<file path="src/rtl/elpis_mem_pkg.sv">
// Shared memory-subsystem types and constants for the core/host SRAM path.
package elpis_mem_pkg;

    localparam int AW_DEF  = 9;
    localparam int DW_DEF  = 32;
    localparam int BE_W    = 4;

    // Bit positions of each requester in grant/response vectors
    localparam int N_PORTS = 3;
    localparam int PORT_IF = 0;
    localparam int PORT_D  = 1;
    localparam int PORT_H  = 2;

    typedef enum logic [1:0] {
        OWNER_NONE = 2'd0,
        OWNER_IF   = 2'd1,
        OWNER_D    = 2'd2,
        OWNER_H    = 2'd3
    } owner_t;

endpackage

</file>
<file path="src/rtl/sram_arb_prio.sv">
// Combinational priority select: one-hot grant from three requests,
// honouring host lock and the fetch starvation override.
module sram_arb_prio
    import elpis_mem_pkg::*;
(
    input  logic               if_req,
    input  logic               d_req,
    input  logic               h_req,
    input  logic               starve,
    input  logic               lock,
    output logic [N_PORTS-1:0] gnt
);

    always_comb begin
        gnt = '0;
        if (lock) begin
            // Program-load mode: core ports invisible, starvation ignored
            gnt[PORT_H] = h_req;
        end else if (starve && if_req) begin
            gnt[PORT_IF] = 1'b1;
        end else if (h_req) begin
            gnt[PORT_H] = 1'b1;
        end else if (d_req) begin
            gnt[PORT_D] = 1'b1;
        end else if (if_req) begin
            gnt[PORT_IF] = 1'b1;
        end
    end

endmodule

</file>
<file path="src/rtl/sram_arbiter.sv">
// Three-port arbiter in front of the single-port program/data SRAM:
// same-cycle grant, one-cycle read return routed to the issuing port.
module sram_arbiter
    import elpis_mem_pkg::*;
#(
    parameter int AW           = AW_DEF,
    parameter int DW           = DW_DEF,
    parameter int STARVE_LIMIT = 8
) (
    input  logic            clk,
    input  logic            rst_n,
    input  logic            host_lock,

    input  logic            if_req,
    input  logic [AW-1:0]   if_addr,
    output logic            if_gnt,
    output logic            if_rvalid,
    output logic [DW-1:0]   if_rdata,

    input  logic            d_req,
    input  logic            d_we,
    input  logic [BE_W-1:0] d_be,
    input  logic [AW-1:0]   d_addr,
    input  logic [DW-1:0]   d_wdata,
    output logic            d_gnt,
    output logic            d_rvalid,
    output logic [DW-1:0]   d_rdata,

    input  logic            h_req,
    input  logic            h_we,
    input  logic [BE_W-1:0] h_be,
    input  logic [AW-1:0]   h_addr,
    input  logic [DW-1:0]   h_wdata,
    output logic            h_gnt,
    output logic            h_rvalid,
    output logic [DW-1:0]   h_rdata,

    output logic            sram_en,
    output logic            sram_we,
    output logic [BE_W-1:0] sram_be,
    output logic [AW-1:0]   sram_addr,
    output logic [DW-1:0]   sram_wdata,
    input  logic [DW-1:0]   sram_rdata
);

    localparam int SW = $clog2(STARVE_LIMIT) + 1;

    logic [SW-1:0]      starve_cnt_reg, starve_cnt_next;
    owner_t             owner_reg, owner_next;
    logic [N_PORTS-1:0] req_vec;
    logic [N_PORTS-1:0] gnt;
    logic               starve_flag;
    logic [N_PORTS-1:0] rvalid_vec;
    logic [DW-1:0]      rdata_arr [N_PORTS];

    // Requests are gated by reset so nothing reaches the SRAM while held in reset
    always_comb begin
        req_vec          = '0;
        req_vec[PORT_IF] = if_req & rst_n;
        req_vec[PORT_D]  = d_req  & rst_n;
        req_vec[PORT_H]  = h_req  & rst_n;
    end

    assign starve_flag = (starve_cnt_reg >= SW'(STARVE_LIMIT));

    sram_arb_prio u_prio (
        .if_req (req_vec[PORT_IF]),
        .d_req  (req_vec[PORT_D]),
        .h_req  (req_vec[PORT_H]),
        .starve (starve_flag),
        .lock   (host_lock),
        .gnt    (gnt)
    );

    assign if_gnt  = gnt[PORT_IF];
    assign d_gnt   = gnt[PORT_D];
    assign h_gnt   = gnt[PORT_H];
    assign sram_en = |gnt;

    always_comb begin
        sram_we    = 1'b0;
        sram_be    = '0;
        sram_addr  = '0;
        sram_wdata = '0;
        if (gnt[PORT_H]) begin
            sram_we    = h_we;
            sram_be    = h_be;
            sram_addr  = h_addr;
            sram_wdata = h_wdata;
        end else if (gnt[PORT_D]) begin
            sram_we    = d_we;
            sram_be    = d_be;
            sram_addr  = d_addr;
            sram_wdata = d_wdata;
        end else if (gnt[PORT_IF]) begin
            sram_addr  = if_addr;
        end
    end

    // Lock freezes the counter so a fetch pending across program load keeps its credit
    always_comb begin
        starve_cnt_next = starve_cnt_reg;
        if (!host_lock) begin
            if (!if_req || gnt[PORT_IF]) begin
                starve_cnt_next = '0;
            end else if (starve_cnt_reg != {SW{1'b1}}) begin
                starve_cnt_next = starve_cnt_reg + 1'b1;
            end
        end
    end

    always_comb begin
        owner_next = OWNER_NONE;
        if (gnt[PORT_IF]) begin
            owner_next = OWNER_IF;
        end else if (gnt[PORT_D] && !d_we) begin
            owner_next = OWNER_D;
        end else if (gnt[PORT_H] && !h_we) begin
            owner_next = OWNER_H;
        end
    end

    always_ff @(posedge clk) begin
        if (!rst_n) begin
            owner_reg      <= OWNER_NONE;
            starve_cnt_reg <= '0;
        end else begin
            owner_reg      <= owner_next;
            starve_cnt_reg <= starve_cnt_next;
        end
    end

    always_comb begin
        rvalid_vec          = '0;
        rvalid_vec[PORT_IF] = (owner_reg == OWNER_IF);
        rvalid_vec[PORT_D]  = (owner_reg == OWNER_D);
        rvalid_vec[PORT_H]  = (owner_reg == OWNER_H);
    end

    generate
        for (genvar gi = 0; gi < N_PORTS; gi++) begin : g_resp
            assign rdata_arr[gi] = rvalid_vec[gi] ? sram_rdata : '0;
        end
    endgenerate

    assign if_rvalid = rvalid_vec[PORT_IF];
    assign d_rvalid  = rvalid_vec[PORT_D];
    assign h_rvalid  = rvalid_vec[PORT_H];
    assign if_rdata  = rdata_arr[PORT_IF];
    assign d_rdata   = rdata_arr[PORT_D];
    assign h_rdata   = rdata_arr[PORT_H];

endmodule

</file>
<file path="config.mk">
export PLATFORM = sky130hd
export DESIGN_NAME = sram_arbiter
export DESIGN_NICKNAME = d
export VERILOG_FILES = /design/src/rtl/elpis_mem_pkg.sv /design/src/rtl/sram_arb_prio.sv /design/src/rtl/sram_arbiter.sv
export SDC_FILE = /design/constraint.sdc
export NUM_CORES = 1
export LEC_CHECK = 0
export ABC_AREA = 0
export ABC_CLOCK_PERIOD_IN_PS = 1680
export BUFFER_PORTS_ARGS = -buffer_cell sky130_fd_sc_hd__buf_4
export CAP_MARGIN = 20
export CELL_PAD_IN_SITES_DETAIL_PLACEMENT = 1
export CELL_PAD_IN_SITES_GLOBAL_PLACEMENT = 2
export CORE_MARGIN = 8
export CORE_UTILIZATION = 10
export CTS_BUF_LIST = sky130_fd_sc_hd__clkbuf_8
export CTS_CLUSTER_SIZE = 16
export DETAILED_ROUTE_END_ITERATION = 12
export PLACE_DENSITY = 0.86
export SLEW_MARGIN = 20
export SYNTH_ARGS = -nofsm -noshare
export SYNTH_HDL_FRONTEND = slang
export SYNTH_SLANG_ARGS = --single-unit
</file>
<file path="constraint.sdc">
create_clock -name clk -period 1.68 [get_ports clk]
set_input_delay 0.084 -clock clk [delete_from_list [all_inputs] [get_ports clk]]
set_output_delay 0.084 -clock clk [all_outputs]
set_load 0.05 [all_outputs]
</file>
==> results of run 1 <==
cell type report:
cell class	instances	area (um^2)	share of cell area (%)
Multi-Input combinational cell	193	1416	32.59
Clock buffer	3	41.29	0.9502
Timing Repair Buffer	305	2459	56.58
Sequential cell	6	121.4	2.793
Inverter	6	37.54	0.8638
Tap cell	216	270.3	6.219
worst max-delay path: stages, from the launching register on:
cell,delay (ps)
dfxtp_2,330
and3b_1,190
or2_4,180
inv_12,80
a221o_2,410
buf_6,160
metrics by stage:
| stage | hold WS, ps | std cells | instance area [um^2] | utilization, % |
|---|---|---|---|---|
| 4_1_cts | 77.45 | 726 | 4161 | 26.20 |
| 5_1_grt | 76.10 | 729 | 4345 | 27.36 |
| 3_3_place_gp | 329.6 | 723 | 4076 | 25.66 |
| 6_report | 78.62 | 729 | 4345 | 27.36 |
| 2_1_floorplan | 178.3 | 231 | 1680 | - |
| 3_5_place_dp | 313.3 | 723 | 4076 | 25.66 |
logic make-up after synthesis:
| logic type | count (synthesis) | synth area share (%) |
|---|---|---|
| simple gates | 136 | 52.24 |
| compound gates | 53 | 26.93 |
| buf+inv | 32 | 10.72 |
| flops | 6 | 7.408 |
| fa+ha+maj | 2 | 1.543 |
| xor+xnor | 1 | 0.5402 |
| mux | 1 | 0.6173 |
synthesized netlist by cell type, drive strengths merged:
cell type  count
nor2b          3
and3          35
dfxtp          6
or2            1
or3            1
o21bai         2
a41oi          1
nor3b          3
nand2          3
clkbuf        16
nand4          7
nand3          7
and4bb         1
a31oi          8
and2          65
inv            6
buf           10
o22ai          1
xnor2          1
a22o          37
nor4b          1
and3b          1
a21oi          1
nor3           7
o21a           1
ha             2
a221o          2
nor4bb         1
mux2i          1
report_power, final:
part           total (mW)  internal (mW)  switching (mW)
Combinational        1.27          0.518           0.747
Sequential          0.155          0.149         0.00614
Clock               0.216          0.154          0.0624
metal layers:
metal / GRT usage [%] / vias to the layer above / share of wire [%]
met5: 0 / - / 0
met4: 3.320 / 0 / 2.3
met3: 3.318 / 20 / 9.6
met2: 23.32 / 148 / 55
met1: 11.62 / 1411 / 33
li1: - / 1409 / -
final timing paths:
| check | from | slack [ps] | endpoint | cells past startpoint |
|---|---|---|---|---|
| setup / recovery | starve_cnt_reg[3] | 10 | sram_addr[0] | 5 |
| hold / removal | d_we | 80 | owner_reg[1] | 2 |
| setup reg to reg | starve_cnt_reg[3] | 270 | starve_cnt_reg[2] | 5 |
| hold reg to reg | starve_cnt_reg[2] | 580 | starve_cnt_reg[2] | 2 |
what timing repair did:
item / 4_1_cts / 5_1_grt
gates resized for setup: 13 / 37
pin swaps: 1 / 2
cloned: 0 / 1
buffers inserted: 0 / 2
setup endpoints to repair: 41 / 43
cell usage in the layout, fill, tap and decap left out, types with 2 or more instances in the layout:
cell type,instances
and2_1,65
nor2b_1,3
buf_4,268
a221o_2,2
nand3_1,7
buf_6,33
ha_1,2
clkbuf_8,3
nor3b_1,3
buf_8,2
a31oi_2,4
inv_1,4
o21bai_1,2
nand2_2,2
dfxtp_1,5
a22o_2,37
nand4_1,7
a31oi_1,4
nor3_1,7
and3_1,34
==> impl_metrics.tcl, run 1 <==
set metrics [dict create \
    fmax_mhz 599.7 \
    drcViolationCount 0 \
    vias 2988 \
    path_clk_slew_ps 40 \
    dp_slack_ps 86.64 \
    grt_overflow_total 0 \
    finClkSkew_ps 0.8094 \
    hold_viol 0 \
    path_max_fanout 41 \
    die_h_um 143.3 \
    io_buffer_count 287 \
    hold_class "input port to flop" \
    synthCells 231 \
    dr.pass1.iters 4 \
    core_mm2 0.01589 \
    slew_headroom_pct 77.14 \
    required_ps 1600 \
    nNetsFinal 656 \
    power_per_cell_area_mw_per_mm2 376.6 \
    ys_seq_area_share_pct 7.407 \
    clk-insertion-delay-late_ps 220 \
    die-area_mm2 0.02055 \
    vias_per_cell 4.099 \
    clkSinkCount 6 \
    ys_types 35 \
    cp-start-kind "flop" \
    hold_buffers 0 \
    cts_tree "built" \
    finalSetupTns_ps 0 \
    diodes 0 \
    syn-num-nets 372 \
    power_mw 1.637 \
    antenna_left 0 \
    rsz0062_at_grt "yes" \
    grt_max_degree 42 \
    postLayoutSetupSlackWorst_ps 12.58 \
    endpoint_kind "output pin" \
    routabilityCongestion 0.9094 \
    cts-buffers-inserted 3 \
    period_needed_ps 1667 \
    ys_warn_count 0 \
    synth-seq-cells 6 \
    syn_area_mm2 0.001622 \
    slew_viol_final 0 \
    area_growth_pct 168.0 \
    largest_register_ff_count 4 \
    syn_avg_cell_area_um2 7.020 \
    clock_path_buffers 2 \
    fillers 1954 \
    track_usage_pct 11.79 \
    setup_viol 0 \
    grt_pass1_wl_um 19140 \
    die_w_um 143.3 \
    start_util_pct 10.21 \
    synth_top_area_share_pct 25.08 \
    wl_per_cell_um 19.30 \
    vdd_drop_max_mv 0.1572 \
    rows 46 \
    path_class "flop to output pin" \
    crit_arrival_ps 1580 \
    cts_max_level 1 \
    worstMarginPinSlew_ps 341.3 \
    dp.final_hpwl_um 11890 \
    synth_area_leaders "and2_1, a22o_1, and3_1, dfxtp_1, clkbuf_1" \
    antenna_found_initial 0 \
    layout-drive-gt1-share_pct 69.98 \
    cts_root_buffer "clkbuf_8" \
    grt_pass1_vias 3203 \
    fin_crit_sh_pct 99.25 \
    status "finished clean" \
    power.leakage_nw 2.338 \
    drt_iter0_drc 118 \
    ioPinCount 288 \
    max-cap-violations 0 \
    wl_um 14070 \
    yosys.area.top_type "and2_1" \
]
Note: power is estimated with default switching activity, not from simulation.
==> inputs of run 2 (changes only) <==
--- a/config.mk
+++ b/config.mk
@@ -17,7 +17,7 @@
 export CTS_CLUSTER_SIZE = 16
 export DETAILED_ROUTE_END_ITERATION = 12
 export PLACE_DENSITY = 0.86
-export SLEW_MARGIN = 20
+export SLEW_MARGIN = 15
 export SYNTH_ARGS = -nofsm -noshare
 export SYNTH_HDL_FRONTEND = slang
 export SYNTH_SLANG_ARGS = --single-unit
==> constraint.sdc (replaced) <==
create_clock -name clk -period 1.68 [get_ports clk]
set_input_delay 0.252 -clock clk [delete_from_list [all_inputs] [get_ports clk]]
set_output_delay 0.252 -clock clk [all_outputs]
set_load 0.05 [all_outputs]
==> run 2 against run 1 <==
The run now ends with negative setup slack left. Register-to-register slack improved by 80 ps. Clock skew fell by 0.67 ps. Core utilization rose by 8.1 points. Non-clock buffer count rose by 31.
==> impl_metrics.tcl, run 2 (synthesis gave the netlist of run 1 again) <==
set metrics [dict create \
    core_mm2 0.01589 \
    area_growth_pct 247.7 \
    drcViolationCount 0 \
    antenna_found_initial 0 \
    postLayoutSetupSlackWorst_ps -169.8 \
    period_needed_ps 1850 \
    grt_overflow_total 0 \
    power.leakage_nw 2.883 \
    grt_pass1_wl_um 20920 \
    cts_max_level 1 \
    vdd_drop_max_mv 0.1535 \
    multiInputGateArea_mm2 0.001753 \
    finalSetupTns_ps -6016 \
    dr.pass1.iters 4 \
    layout-drive-gt1-share_pct 82.17 \
    crit_chain "and3b_1 > or2_4 > inv_8 > clkbuf_16 > a22o_2 > buf_6" \
    critPathBufInv 3 \
    cpMaxStageDelayCell "dfxtp_4" \
    clk-insertion-delay-late_ps 220 \
    start_util_pct 10.21 \
    track_usage_pct 12.77 \
    worstMarginPinSlew_ps 373.2 \
    cp-start-kind "flop" \
    vias 3157 \
    die_w_um 143.3 \
    slew_viol_final 0 \
    vias_per_cell 4.154 \
    final_cell_mix "buf_4, buf_8, and2_4, and3_1, buf_6" \
    cts-buffers-inserted 3 \
    diodes 0 \
    fmax_mhz 540.6 \
    critPathMaxStageDelay_ps 340 \
    antenna_left 0 \
    wl_per_cell_um 20.77 \
    rsz0062_at_grt "yes" \
    power_per_cell_area_mw_per_mm2 350.0 \
    grt_pass1_vias 3545 \
    largest_register_ff_count 4 \
    finClkSkew_ps 0.1394 \
    cts_root_buffer "clkbuf_8" \
    die_h_um 143.3 \
    path_clk_slew_ps 40 \
    hold_class "input port to flop" \
    power_mw 1.973 \
    hold_slack_ps 217.9 \
    hold_viol 0 \
    cts_tree "built" \
    slew_headroom_pct 74.93 \
    required_ps 1430 \
    routabilityCongestion 0.8448 \
    dp.final_hpwl_um 11550 \
    path_max_fanout 12 \
    rows 46 \
    clock_path_buffers 2 \
    ioPinCount 288 \
    drt_iter0_drc 53 \
    io_buffer_count 287 \
    setup_viol 52 \
    path_class "flop to output pin" \
    seq_area_um2 128.9 \
    fin_crit_sh_pct 110.1 \
    max-cap-violations 0 \
    nNetsFinal 687 \
    endpoint_kind "output pin" \
    fillers 1818 \
    mostFrequentLayoutCell "buf_4" \
    crit_arrival_ps 1600 \
    path_delay_family "simple AND/OR/NAND/NOR gates" \
    grt_max_degree 30 \
    die-area_mm2 0.02055 \
    wl_um 15780 \
    dp_slack_ps -69.49 \
    violations "negative setup slack" \
    status "finished, violations left" \
    clkSinkCount 6 \
]
## run 2: worst paths after layout
path	start	endpoint	slack [ps]	cells after the start
setup / recovery	starve_cnt_reg[3]	sram_wdata[16]	-170	6
hold / removal	d_we	owner_reg[1]	220	2
setup reg to reg	starve_cnt_reg[3]	starve_cnt_reg[2]	350	4
hold reg to reg	starve_cnt_reg[1]	starve_cnt_reg[1]	570	2
## run 2: stage by stage
stage               utilization [%]  std cells  cell area (um^2)
finish                        35.49        760              5638
global route                  35.49        760              5638
CTS                           32.29        751              5129
detailed placement            27.80        735              4415
global placement              27.80        735              4415
floorplan                         -        231              1921
## run 2: report_power, final
group          switching [mW]  leakage [nW]  total [mW]  internal [mW]
clock network          0.0638        0.0216       0.218          0.154
registers             0.00533        0.0508       0.152          0.147
logic                   0.838          2.81        1.60          0.764
## run 2: metal layers
| layer | global-route usage (%) | part of all wire (%) | vias up | wire, um |
|---|---|---|---|---|
| met2 | 26.16 | 58 | 145 | 9087 |
| met4 | 1.826 | 1.2 | 0 | 195 |
| met3 | 3.384 | 7.5 | 12 | 1182 |
| li1 | - | - | 1471 | - |
| met1 | 12.62 | 34 | 1529 | 5317 |
| met5 | 0 | 0 | - | 0 |
## run 2: timing repair
action / 4_1_cts / 5_1_grt
hold buffers: 0 / 0
pin swaps: 2 / 35
hold endpoints to repair: 0 / 0
gates resized for setup: 152 / 117
gates cloned: 5 / 5
setup endpoints to repair: 113 / 107
setup buffers: 8 / 4
## run 2: area by class of cell
| class | count | share of cell area (%) |
|---|---|---|
| Inverter | 6 | 0.5326 |
| Tap cell | 216 | 4.794 |
| Sequential cell | 6 | 2.286 |
| Multi-Input combinational cell | 193 | 31.09 |
| Clock buffer | 3 | 0.7324 |
| Timing Repair Buffer | 336 | 60.56 |
